==> src/rtl/fetch_unit_pkg.sv <==
// Shared constants and types for the instruction fetch stage.
// Build option FETCH_PREFETCH_EN: 2-entry prefetch queue with run-ahead; otherwise 1 entry, fetch on demand.
package fetch_unit_pkg;

  localparam int INSTR_SIZE     = 16;
  localparam int OPCODE_HI      = 15;
  localparam int OPCODE_LO      = 11;
  localparam int DEFAULT_ADDR_W = 10;

`ifdef FETCH_PREFETCH_EN
  localparam int QUEUE_DEPTH = 2;
`else
  localparam int QUEUE_DEPTH = 1;
`endif

  typedef enum logic [1:0] {
    IDLE = 2'd0,
    WAIT = 2'd1,
    DROP = 2'd2
  } fetch_state_t;

  function automatic logic [OPCODE_HI-OPCODE_LO:0] opcode_of(input logic [INSTR_SIZE-1:0] word);
    return word[OPCODE_HI:OPCODE_LO];
  endfunction

endpackage

==> src/rtl/fetch_queue.sv <==
// Small shift-register FIFO of {instruction word, pc}; entry 0 is always the head.
// Flush has priority over push and pop.
module fetch_queue #(
  parameter int DEPTH  = 1,
  parameter int DATA_W = 26
) (
  input  logic              clk,
  input  logic              rst,
  input  logic              push,
  input  logic              pop,
  input  logic              flush,
  input  logic [DATA_W-1:0] din,
  output logic              full,
  output logic              empty,
  output logic [DATA_W-1:0] head
);

  localparam int CNT_W = $clog2(DEPTH + 1);

  logic [CNT_W-1:0]  count;
  logic [DATA_W-1:0] mem [DEPTH];
  logic              push_ok;
  logic              pop_ok;

  assign empty   = (count == '0);
  assign full    = (count == CNT_W'(DEPTH));
  assign pop_ok  = pop && !empty;
  assign push_ok = push && (!full || pop_ok);
  assign head    = mem[0];

  // Only live entries shift down, so a drained queue keeps presenting its last word.
  always_ff @(posedge clk) begin
    if (rst) begin
      count <= '0;
      for (int i = 0; i < DEPTH; i++) mem[i] <= '0;
    end else if (flush) begin
      count <= '0;
    end else begin
      for (int i = 0; i + 1 < DEPTH; i++)
        if (pop_ok && (i + 1 < int'(count))) mem[i] <= mem[i+1];
      for (int i = 0; i < DEPTH; i++)
        if (push_ok && (i == int'(count) - (pop_ok ? 1 : 0))) mem[i] <= din;
      count <= count + CNT_W'(push_ok) - CNT_W'(pop_ok);
    end
  end

endmodule

==> src/rtl/fetch_unit.sv <==
// Instruction fetch stage: owns the fetch PC, single-outstanding imem reads, prefetch queue and redirects.
// Queue depth follows FETCH_PREFETCH_EN (see fetch_unit_pkg).
module fetch_unit
  import fetch_unit_pkg::*;
#(
  parameter int                ADDR_W   = DEFAULT_ADDR_W,
  parameter logic [ADDR_W-1:0] RESET_PC = '0
) (
  input  logic                  clk,
  input  logic                  rst,
  output logic                  imem_req,
  output logic [ADDR_W-1:0]     imem_addr,
  input  logic                  imem_valid,
  input  logic [INSTR_SIZE-1:0] imem_data,
  output logic                  ir_valid,
  output logic [INSTR_SIZE-1:0] ir,
  output logic [ADDR_W-1:0]     ir_pc,
  input  logic                  ir_take,
  input  logic                  redirect,
  input  logic [ADDR_W-1:0]     redirect_addr
);

  localparam int QW = INSTR_SIZE + ADDR_W;

  fetch_state_t      state;
  fetch_state_t      state_nxt;
  logic [ADDR_W-1:0] fetch_pc;
  logic              issue;
  logic              push;
  logic              pop;
  logic              full;
  logic              empty;
  logic [QW-1:0]     head;

  // imem_req is decoded from the state register only, so imem_valid never reaches it combinationally.
  assign imem_req    = (state != IDLE);
  assign pop         = ir_take && !empty && !redirect;
  assign ir_valid    = !empty;
  assign {ir, ir_pc} = head;

  always_ff @(posedge clk) begin
    if (rst) state <= IDLE;
    else     state <= state_nxt;
  end

  always_comb begin
    state_nxt = state;
    issue     = 1'b0;
    push      = 1'b0;
    unique case (state)
      IDLE: begin
        if (!redirect && !full) begin
          state_nxt = WAIT;
          issue     = 1'b1;
        end
      end
      WAIT: begin
        if (imem_valid) begin
          state_nxt = IDLE;
          push      = !redirect;
        end else if (redirect) begin
          state_nxt = DROP;
        end
      end
      DROP: begin
        if (imem_valid) state_nxt = IDLE;
      end
      default: state_nxt = IDLE;
    endcase
  end

  always_ff @(posedge clk) begin
    if (rst) begin
      fetch_pc  <= RESET_PC;
      imem_addr <= '0;
    end else begin
      if (redirect)  fetch_pc <= redirect_addr;
      else if (push) fetch_pc <= fetch_pc + ADDR_W'(1);
      if (issue) imem_addr <= fetch_pc;
    end
  end

  fetch_queue #(
    .DEPTH  (QUEUE_DEPTH),
    .DATA_W (QW)
  ) u_queue (
    .clk   (clk),
    .rst   (rst),
    .push  (push),
    .pop   (pop),
    .flush (redirect),
    .din   ({imem_data, imem_addr}),
    .full  (full),
    .empty (empty),
    .head  (head)
  );

endmodule

==> config.mk <==
export PLATFORM = sky130hd
export DESIGN_NAME = fetch_unit
export DESIGN_NICKNAME = d
export VERILOG_FILES = /design/src/rtl/fetch_unit_pkg.sv /design/src/rtl/fetch_queue.sv /design/src/rtl/fetch_unit.sv
export SDC_FILE = /design/constraint.sdc
export NUM_CORES = 1
export LEC_CHECK = 0
export ABC_AREA = 0
export CAP_MARGIN = 20
export CORE_UTILIZATION = 46
export CTS_BUF_LIST = sky130_fd_sc_hd__clkbuf_8
export CTS_CLUSTER_DIAMETER = 80
export DETAILED_ROUTE_END_ITERATION = 8
export GPL_ROUTABILITY_DRIVEN = 0
export HOLD_SLACK_MARGIN = 0.03
export PLACE_DENSITY = 0.78
export SYNTH_ARGS = -nofsm -noshare
export SYNTH_HDL_FRONTEND = slang
export SYNTH_HIERARCHICAL = 1
export SYNTH_SLANG_ARGS = --single-unit
==> constraint.sdc <==
create_clock -name clk -period 9.25 [get_ports clk]
set_input_delay 1.3875 -clock clk [delete_from_list [all_inputs] [get_ports clk]]
set_output_delay 1.3875 -clock clk [all_outputs]
set_load 0.05 [all_outputs]
# Word level (Yosys, flattened, before mapping)
# Memories as Yosys holds them, arrays and structs flattened.
# Index checks and enable logic that the tools add are counted.
# W data, S select, Z words.
dict set report classes {
  n_addsub 4
  eq_ne 5
  n_mux 20
  reduce_logical 16
}
# op count
set op_table {}
lappend op_table {{$logic_not A32 Y1} 1}
lappend op_table {{$sub A2 B32 Y32} 1}
lappend op_table {{$mux W26} 1}
lappend op_table {{$reduce_or A26 Y1} 1}
lappend op_table {{$mux W10} 2}
lappend op_table {{$mux W1} 12}
lappend op_table {{$add A10 B1 Y10 const B} 1}
lappend op_table {{$mux W2} 4}
lappend op_table {{$logic_and A1 B1 Y1} 6}
lappend op_table {{$pmux W2 S3} 1}
lappend op_table {{$ne A2 B2 Y1 const B} 2}
lappend op_table {{$reduce_bool A2 Y1} 2}
lappend op_table {{$ne A3 B3 Y1 const B} 1}
lappend op_table {{$reduce_and A3 Y1} 1}
lappend op_table {{$eq A2 B1 Y1 const B} 1}
lappend op_table {{$eq A2 B2 Y1 const B} 1}
lappend op_table {{$logic_not A1 Y1} 2}
lappend op_table {{$logic_not A2 Y1} 1}
lappend op_table {{$reduce_or A2 Y1} 1}
lappend op_table {{$add A1 B1 Y1} 1}
lappend op_table {{$logic_or A1 B1 Y1} 1}
lappend op_table {{$sub A1 B1 Y1} 1}
dict set report word_totals {
  register_bits 23
  mem_bits_rw 26
  inputBits 31
  output_inout_bits 38
  word_cells 50
  n_memories 1
}
# memory depth word_bits read_ports rd_clocked_by_memory_dff write_ports line_no
set memory_table {}
lappend memory_table {u_queue.mem 1 26 1 0 1 fetch_queue.sv:21} ;# logic [DATA_W-1:0] mem [DEPTH];

# Longest topological paths before layout
# Gate-level depths: netlist of run 1.
dict set report logic_depth {
  word_depth 13
  mapped_depth 8
  depth_no_buf 5
}

# Cells and area by module
# Netlist of run 1, hierarchy kept.
# mod n_inst cells_each area_per_inst_um2 seq_area_each_um2
set by_module_without_submodules {}
lappend by_module_without_submodules {fetch_queue 1 68 1292.5 800.8}
lappend by_module_without_submodules {fetch_unit 1 113 1019.7 440.4}

# Worst setup path before layout of run 1
# Ideal clock, no wire load.
dict set report synth_path {
  path_type {input to register}
  from {in redirect}
  to {mem u_queue.mem[0][0], enable pin}
  setup_ns 0.415
  arrival_ns 3.757
  required_time_ns 8.835
  slack_ns 5.079
  cell_stages 8
  cell_sequence {buf_2 > clkinv_1 > clkbuf_1 > and3_1 > nor2b_4 > buf_6 > buf_6 > o21bai_1}
}
dict set report synth_via {
  elab_chain_cells 13
  elab_cells_between_ends 17
  cone_classes {1 x add/sub; 8 x mux; 8 x reduce/logical}
}
# item line_no
set synth_rtl {}
lappend synth_rtl {{start: declaration} fetch_unit.sv:19} ;# input logic redirect,
lappend synth_rtl {{$logic_not A1 Y1 (*)} fetch_unit.sv:37} ;# assign pop = ir_take && !empty && !redirect;
lappend synth_rtl {{$logic_and A1 B1 Y1 (*)} fetch_unit.sv:37}
lappend synth_rtl {{via pop} fetch_unit.sv:30} ;# logic pop;
lappend synth_rtl {{$logic_and A1 B1 Y1 (*)} fetch_queue.sv:27} ;# assign pop_ok = pop && !empty;
lappend synth_rtl {{$mux W1} fetch_queue.sv:42} ;# if (push_ok && (i == int'(count) - (pop_ok ? 1 : 0))) mem[i] <= din;
lappend synth_rtl {{$sub A2 B32 Y32} fetch_queue.sv:42}
lappend synth_rtl {{$logic_not A32 Y1} fetch_queue.sv:42}
lappend synth_rtl {{$logic_and A1 B1 Y1 (*)} fetch_queue.sv:42}
lappend synth_rtl {{$mux W1 (*)} fetch_queue.sv:42}
lappend synth_rtl {{$mux W1 (*)} fetch_queue.sv:36} ;# end else if (flush) begin
lappend synth_rtl {{$mux W1 (*)} fetch_queue.sv:33} ;# if (rst) begin
lappend synth_rtl {{$mux W1 (implied by the code) (*)} fetch_queue.sv:42}
lappend synth_rtl {{$reduce_or A26 Y1 (no source line)} n/a}
lappend synth_rtl {{$mux W1 (no source line) (*)} n/a}
lappend synth_rtl {{end: declaration} fetch_queue.sv:21}
# The timed path passes the listed nets; every way through them passes the cells marked *.

# Worst setup path in the final report of run 1
dict set report layout_path {
  from {in redirect}
  to {mem u_queue.mem[0][17], enable pin}
}
# Same word-level chain as after synthesis.

==> results.py, run 1 <==
metrics = {
    "drt": {
        "drt_pre_antenna_iters": 4,
        "wirelength_um": 4730,
        "wire_per_inst_um": 15.1,
        "ant_nets": 0,
        "route.detailed.drc": 0,
        "dr.first_iter.drc_count": 108,
        "via_count": 1632,
        "vias_per_cell": 5.23,
    },
    "clocking": {
        "cts_tree": "built",
        "cts.path.max_buffers": 2,
        "clkTransAtPathRegs_ps": 90,
        "cts_hold_buffers": 0,
        "ctsResizeCount": 0,
        "cts_buffers": 5,
        "clock_sinks": 49,
        "htree_levels": 2,
        "clock_latency_ps": 300,
        "cts_setup_buffers": 0,
        "clockRootBuffer": "clkbuf_8",
    },
    "synth": {
        "ys_seq_area_share_pct": 53.7,
        "ys_seq_elements": 49,
        "avgSynthCellArea_um2": 12.8,
        "synth_cell_types": 39,
        "synth_edf_count": 26,
        "synth_top_area_cell": "edfxtp_1",
        "synth_async_sr_flop_share_pct": 0,
        "synth_nets": 213,
        "syn_area_mm2": 0.00231,
        "netlist.area_leader.share_pct": 33.8,
        "synthesis.instances": 181,
        "synthFlopType": "edfxtp_1",
        "yosys-top-cells-area": "edfxtp_1 (34%), dfxtp_1 (20%), nor4b_2 (11%)",
        "synth_warnings": 6,
    },
    "timing": {
        "final_max_slew_viol_count": 0,
        "finalSetupTns_ps": 0,
        "setup_viol": 0,
        "rsz0062_at_grt": "false",
        "fmax_mhz": 234,
        "min_period_over_period_pct": 46.2,
        "clock_skew_ps": 9.19,
        "tightest_slew_ps": 1050,
        "maxSlewHeadroom_pct": 29.8,
        "fin_crit_ps": 4270,
        "hold_viol": 0,
    },
    "final_layout": {
        "drive_above_1_share_pct": 14.7,
        "area_delta_synth_final_pct": 33.1,
        "antenna_cells": 0,
        "final_net_count": 276,
        "utilization_pct": 64.3,
        "layout_commonest_cell": "clkdlybuf4s50_1",
        "final_cell_mix": "clkdlybuf4s50_1 (67), edfxtp_1 (26), dfxtp_1 (23), nor2_1 (20), nor4b_2 (17)",
    },
    "floorplan": {
        "die_h_um": 72.9,
        "coreArea_mm2": 0.00479,
        "rows": 25,
        "start_util_pct": 48.3,
        "die-area_mm2": 0.00531,
        "io_pins": 69,
        "fp.dieW_um": 72.9,
    },
    "worst_setup_path": {
        "cp.arrival_ps": 4340,
        "rrSetupSlack_ps": 6790,
        "critPathLaunchType": "input port",
        "endpoint_kind": "register",
        "crit_fanout": 28,
        "critPathRequiredTime_ps": 9310,
        "path_class": "input port to register",
    },
    "place": {
        "portBuffers": 68,
        "dp_hpwl_um": 3200,
    },
    "pwr": {
        "vdd_drop_max_uv": 116,
        "power_density_mw_per_mm2": 146,
        "power.leakage_nw": 1.00,
    },
    "run": {
        "max_cap_viol_count": 0,
    },
    "global_routing": {
        "grt_max_degree": 52,
        "grt_overflow": 0,
        "antenna_found_initial": 0,
        "grt_pass1_vias": 1559,
        "grt.total_usage_pct": 19.7,
        "grt_pass1_wl_um": 7890,
    },
    "run_status": {
        "outcome": "complete, no violations",
    },
    "hold_path": {
        "hp-class": "register to register",
    },
}
## sequential cells by signal, summed over array words and instances (netlist names)
register      count
u_queue/mem      26
fetch_pc         10
imem_addr        10
state             2
u_queue/full      1
## stage by stage
step	setup WS, ps	instance area [um2]	hold slack, ps	total power, W	cells
finish	4980	3080	505	0.000450	312
global route	4760	3080	543	0.000471	312
CTS	4970	3080	507	0.000454	312
detailed placement	4640	2990	494	0.000332	304
global placement	4620	2980	492	0.000330	303
floorplan	5080	2310	461	0.000300	181
## cell usage after synthesis, types with 4 or more instances
master / count
edfxtp_1: 26
nor4b_1: 7
nand2_1: 6
buf_6: 7
nor3_1: 4
nor2_1: 20
dfxtp_1: 23
nor4b_2: 17
a211oi_1: 4
inv_1: 4
xnor2_1: 6
mux2i_1: 11
## critical path, stage by stage
cell and delay, ps:
clkdlybuf4s50_1 660, clkinv_1 490, and3_1 340, nor2b_4 740, o21bai_2 430, buf_8 270
## worst paths after layout
kind                    startpoint                          endpoint  cells past startpoint
max                       redirect  u_queue/mem[0][17]$_SDFFCE_PN0P_                      6
min          state[1]$_SDFFE_PP0P_             state[0]$_SDFFE_PP0P_                      1
min reg2reg  state[1]$_SDFFE_PP0P_             state[0]$_SDFFE_PP0P_                      1
max reg2reg  state[1]$_SDFFE_PP0P_  u_queue/mem[0][17]$_SDFFCE_PN0P_                      6
## power by group
part / internal (W) / total, W / switching (W)
Clock: 0.0000525 / 0.000124 / 0.0000711
Sequential: 0.000238 / 0.000246 / 0.00000764
Combinational: 0.0000337 / 0.0000805 / 0.0000467
Total: 0.000325 / 0.000450 / 0.000126
## layout make-up
cell class / count / area [um2]
clock buffer: 5 / 68.8
clock inverter: 3 / 17.5
fill: 366 / 1710
inverter: 5 / 18.8
multi-input combinational: 112 / 941
sequential: 49 / 1240
tap: 67 / 83.8
timing repair buffer: 71 / 706
## cells by family after synthesis
group / Yosys count / share of synthesized area (%)
buffers and inverters: 20 / 6.01
flip-flops: 49 / 53.7
multiplexers: 12 / 5.25
AND/OR/NAND/NOR: 75 / 26.6
adder cells (fa/ha/maj): 1 / 0.541
XOR/XNOR: 7 / 2.65
AO/OA/AOI/OAI: 17 / 5.25
## layer usage
| metal | wire, um | vias up | track usage [%] |
|---|---|---|---|
| met2 | 2190 | 53 | 29.4 |
| met1 | 2190 | 770 | 27.2 |
| li1 | - | 803 | - |
| met5 | 0 | - | 0 |
| met4 | 62 | 0 | 6.97 |
| met3 | 290 | 6 | 6.08 |
(Power assumes the default switching activity.)
==> run 2, diff against run 1 <==
==> constraint.sdc (replaced) <==
create_clock -name clk -period 4 [get_ports clk]
set_input_delay 0.6 -clock clk [delete_from_list [all_inputs] [get_ports clk]]
set_output_delay 0.6 -clock clk [all_outputs]
set_load 0.05 [all_outputs]
==> run 2 against run 1 <==
Against the previous run: sequential power is 130% higher; sequential share of layout area decreased by 0.49 points; utilization increased by 0.78 points; total power is 150% higher; clock power rose to 2.9 times the previous value; non-clock buffer count increased by 2; routed wire length is 0.40% lower; cell count up 0.64%; combinational power is 130% higher; flip-flop and latch count stayed put; design area grew 1.2%.
==> results.py, run 2 (synthesized netlist as in run 1, its figures left out) <==
metrics = {
    "final_layout": {
        "layout.cells.non_filler": 314,
        "final_cell_mix": "clkdlybuf4s50_1 (67), edfxtp_1 (26), dfxtp_1 (23), nor2_1 (20), nor4b_2 (17)",
        "utilization_pct": 65.1,
        "layout_commonest_cell": "clkdlybuf4s50_1",
        "multiInputGateArea_um2": 941,
        "antenna_cells": 0,
        "fillCellCount": 378,
        "area_delta_synth_final_pct": 34.7,
        "final_net_count": 278,
        "largest_reg_flops": 26,
        "regMostFlops": "u_queue/mem",
        "top_regs": "u_queue/mem (26), fetch_pc (10), imem_addr (10)",
        "drive_above_1_share_pct": 15.4,
        "regArea_mm2": 0.00124,
    },
    "drt": {
        "route.detailed.drc": 0,
        "via_count": 1648,
        "ant_nets": 0,
        "dr.first_iter.drc_count": 115,
        "wire_per_inst_um": 15.0,
        "wirelength_um": 4710,
        "vias_per_cell": 5.25,
        "drt_pre_antenna_iters": 4,
    },
    "global_routing": {
        "grt_pass1_wl_um": 7670,
        "grt_overflow": 0,
        "grt_pass1_vias": 1602,
        "grt.total_usage_pct": 19.3,
        "antenna_found_initial": 0,
        "grt_max_degree": 51,
    },
    "worst_setup_path": {
        "path_class": "input port to register",
        "critPathMaxStageDelay_ps": 660,
        "crit_top_cell": "buf_4",
        "endpoint_kind": "register",
        "path_buf_inv": 4,
        "critPathRequiredTime_ps": 4020,
        "crit_fanout": 18,
        "crit_family": "buffers and inverters",
        "cp_cell_sequence": "clkdlybuf4s50_1 -> clkinv_1 -> buf_4 -> and3_1 -> nor2b_4 -> buf_4 -> nor4b_2",
        "cp.arrival_ps": 2630,
        "crit_slowest_cell": "clkdlybuf4s50_1",
        "critPathLaunchType": "input port",
        "rrSetupSlack_ps": 2060,
    },
    "timing": {
        "min_period_over_period_pct": 65.2,
        "tightest_slew_ps": 1040,
        "setup_viol": 0,
        "hold_viol": 0,
        "fmax_mhz": 383,
        "final_max_slew_viol_count": 0,
        "fin_crit_ps": 2610,
        "finalSetupTns_ps": 0,
        "maxSlewHeadroom_pct": 30.1,
        "clock_skew_ps": 9.30,
        "rsz0062_at_grt": "false",
        "worst_slack_ps": 1390,
    },
    "floorplan": {
        "start_util_pct": 48.3,
        "io_pins": 69,
        "fp.dieW_um": 72.9,
        "rows": 25,
        "die_h_um": 72.9,
        "coreArea_mm2": 0.00479,
        "die-area_mm2": 0.00531,
    },
    "pwr": {
        "vdd_drop_max_uv": 194,
        "p_total_w": 0.00111,
        "power.leakage_nw": 1.03,
        "power_density_mw_per_mm2": 357,
    },
    "clocking": {
        "cts.path.max_buffers": 2,
        "clock_sinks": 49,
        "clockRootBuffer": "clkbuf_8",
        "clkTransAtPathRegs_ps": 90,
        "ctsResizeCount": 0,
        "cts_buffers": 5,
        "cts_hold_buffers": 0,
        "clock_latency_ps": 300,
        "cts_setup_buffers": 0,
        "cts_tree": "built",
        "htree_levels": 2,
    },
    "run_status": {
        "outcome": "complete, no violations",
    },
    "place": {
        "dp_hpwl_um": 3150,
        "preCtsSetupSlack_ps": 1050,
        "portBuffers": 68,
        "dp.cells": 306,
    },
    "hold_path": {
        "hp-class": "register to register",
    },
    "run": {
        "max_cap_viol_count": 0,
    },
}
[run 2: cell count changes in the layout (fill, tap and decap cells not counted), sizes merged]
cell	previous run	this run
clkinvlp	1	0
buf	4	6
inv	6	5
clkbuf	5	6
bufinv	0	1
[run 2: metrics by stage]
step	hold slack, ps	instance area [um2]
6_report	522	3110
5_1_grt	555	3110
4_1_cts	516	3110
3_5_place_dp	506	3000
3_3_place_gp	498	3000
2_1_floorplan	461	2310
[run 2: final cells by class]
cell class	count	area share, %
Multi-Input combinational cell	112	30.2
Timing Repair Buffer	73	22.9
Sequential cell	49	39.9
Inverter	5	0.603
Tap cell	67	2.69
Clock inverter	2	1.08
Clock buffer	6	2.65
[run 2: path summary, 6_finish.rpt]
check	end	start	cells past startpoint
hold / removal	state[0]$_SDFFE_PP0P_	state[1]$_SDFFE_PP0P_	1
hold reg to reg	state[0]$_SDFFE_PP0P_	state[1]$_SDFFE_PP0P_	1
setup / recovery	u_queue/mem[0][20]$_SDFFCE_PN0P_	redirect	7
setup reg to reg	u_queue/mem[0][22]$_SDFFCE_PN0P_	state[1]$_SDFFE_PP0P_	5
[run 2: power breakdown]
group | total, W | switching [W] | internal [W]
Clock | 0.000358 | 0.000156 | 0.000201
Sequential | 0.000568 | 0.0000171 | 0.000551
Combinational | 0.000186 | 0.000108 | 0.0000781
Total | 0.00111 | 0.000282 | 0.000830
[run 2: layer usage]
metal / GRT usage, % / share of wire (%) / vias to the layer above
li1: - / - / 801
met1: 26.5 / 48 / 789
met2: 29.5 / 46 / 51
met3: 4.14 / 5.0 / 7
met4: 8.06 / 1.6 / 0
met5: 0 / 0 / -
[run 2: worst register-to-register path, stage by stage (launching register included)]
cell	delay [ps]
dfxtp_1	360
nand3b_1	410
nor2_1	260
nand2b_1	130
o21bai_2	120
buf_4	330
==> run 3, diff against run 2 <==
==> constraint.sdc (replaced) <==
create_clock -name clk -period 2.6 [get_ports clk]
set_input_delay 0.39 -clock clk [delete_from_list [all_inputs] [get_ports clk]]
set_output_delay 0.39 -clock clk [all_outputs]
set_load 0.05 [all_outputs]
==> run 3 against run 2 <==
Against the previous run: sequential share of layout area fell by 0.32 points; combinational power rose by 58%; cell count rose by 1.6%.
==> results.py, run 3 (synthesized netlist as in run 1, its figures left out) <==
metrics = {
    "run_status": {
        "outcome": "complete, no violations",
    },
    "timing": {
        "worst_hold_slack_ps": 505,
        "worst_slack_ps": 536,
        "min_period_over_period_pct": 79.4,
        "clock_skew_ps": 4.02,
        "maxSlewHeadroom_pct": 62.0,
        "hold_viol": 0,
        "fmax_mhz": 484,
        "tightest_slew_ps": 570,
        "final_max_slew_viol_count": 0,
        "rsz0062_at_grt": "false",
        "setup_viol": 0,
        "fin_crit_ps": 2060,
        "finalSetupTns_ps": 0,
    },
    "worst_setup_path": {
        "reg2regPathDepth": 6,
        "endpoint_kind": "primary output",
        "reg2reg_from": "u_queue/full$_SDFF_PP0_",
        "worstReg2RegEnd": "u_queue/mem[0][14]$_SDFFCE_PN0P_",
        "path_class": "register to primary output",
        "cp-startpoint": "state[0]$_SDFFE_PP0P_",
        "critPathRequiredTime_ps": 2210,
        "crit_fanout": 5,
        "worstSetupEndpoint": "imem_req",
        "rrSetupSlack_ps": 1030,
        "cp.arrival_ps": 1670,
        "critPathLaunchType": "register",
    },
    "clocking": {
        "cts_setup_buffers": 0,
        "cts_tree": "built",
        "ctsResizeCount": 0,
        "clock_sinks": 49,
        "cts.path.max_buffers": 2,
        "cts_hold_buffers": 0,
        "clkTransAtPathRegs_ps": 80,
        "clock_latency_ps": 290,
        "clockRootBuffer": "clkbuf_8",
        "cts_buffers": 5,
        "htree_levels": 2,
    },
    "drt": {
        "via_count": 1633,
        "vias_per_cell": 5.12,
        "route.detailed.drc": 0,
        "drt_pre_antenna_iters": 4,
        "wirelength_um": 4650,
        "wire_per_inst_um": 14.6,
        "ant_nets": 0,
        "dr.first_iter.drc_count": 130,
    },
    "floorplan": {
        "die-area_mm2": 0.00531,
        "start_util_pct": 48.3,
        "rows": 25,
        "fp.dieW_um": 72.9,
        "die_h_um": 72.9,
        "coreArea_mm2": 0.00479,
        "io_pins": 69,
    },
    "final_layout": {
        "regMostFlops": "u_queue/mem",
        "drive_above_1_share_pct": 17.1,
        "antenna_cells": 0,
        "layout_commonest_cell": "clkdlybuf4s50_1",
        "fillCellCount": 388,
        "final_net_count": 283,
        "utilization_pct": 65.6,
        "top_regs": "u_queue/mem (26), fetch_pc (10), imem_addr (10)",
        "largest_reg_flops": 26,
        "final_cell_mix": "clkdlybuf4s50_1 (67), edfxtp_1 (26), dfxtp_1 (23), nor2_1 (20), nor4b_2 (17)",
        "area_delta_synth_final_pct": 35.8,
    },
    "pwr": {
        "power.leakage_nw": 1.03,
        "p_total_w": 0.00159,
        "power_density_mw_per_mm2": 505,
        "vdd_drop_max_uv": 412,
    },
    "place": {
        "portBuffers": 68,
        "preCtsSetupSlack_ps": 535,
        "dp_hpwl_um": 3280,
    },
    "global_routing": {
        "grt.total_usage_pct": 18.7,
        "grt_pass1_vias": 1551,
        "grt_pass1_wl_um": 7580,
        "grt_overflow": 0,
        "antenna_found_initial": 0,
        "grt_max_degree": 29,
    },
    "run": {
        "max_cap_viol_count": 0,
    },
    "hold_path": {
        "hp-class": "register to register",
    },
}
==> run 3: cell count changes in the layout (fill, tap and decap cells not counted), sizes merged <==
cell,previous run,this run
clkinv,1,4
clkbuf,6,5
inv,5,4
buf,6,11
bufinv,1,0
==> run 3: metrics by stage <==
stage,instances,instance area [um2]
floorplan,181,2320
global placement,311,3060
detailed placement,311,3060
CTS,319,3140
global route,319,3140
finish,319,3140
==> run 3: critical path, stage by stage (launching register included) <==
cell and delay, ps:
dfxtp_1 410, or2_1 170, clkdlybuf4s50_1 810
==> run 3: where the power goes <==
group / switching (W) / total, W / internal [W]
logic: 0.000168 / 0.000294 / 0.000126
clock network: 0.000238 / 0.000419 / 0.000182
registers: 0.0000255 / 0.000873 / 0.000847
total: 0.000431 / 0.00159 / 0.00115
==> run 3: how the worst min path moves through the flow <==
stage                                      from                     to  slack [ps]  depth (start not counted)
after detailed placement  state[1]$_SDFFE_PP0P_  state[0]$_SDFFE_PP0P_         500                          1
after floorplan           state[1]$_SDFFE_PP0P_  state[0]$_SDFFE_PP0P_         460                          1
after global placement    state[1]$_SDFFE_PP0P_  state[0]$_SDFFE_PP0P_         490                          1
after global routing      state[1]$_SDFFE_PP0P_  state[0]$_SDFFE_PP0P_         550                          1
final                     state[1]$_SDFFE_PP0P_  state[0]$_SDFFE_PP0P_         510                          1
after CTS                 state[1]$_SDFFE_PP0P_  state[0]$_SDFFE_PP0P_         510                          1
==> run 3: final cells by class <==
| cell class | instances | area [um2] | area share, % |
|---|---|---|---|
| clock inverters | 3 | 12.5 | 0.399 |
| multi-input cells | 112 | 951 | 30.3 |
| well taps | 67 | 83.8 | 2.67 |
| repair buffers | 78 | 763 | 24.3 |
| inverters | 5 | 18.8 | 0.598 |
| flip-flops and latches | 49 | 1240 | 39.5 |
| clock buffers | 5 | 68.8 | 2.19 |
==> run 3: per-layer routing <==
layer	track usage, %	vias to the layer above	part of all wire (%)
li1	-	815	-
met1	25.8	762	46
met2	29.1	51	47
met3	4.42	5	5.9
met4	5.88	0	1.1
met5	0	-	0
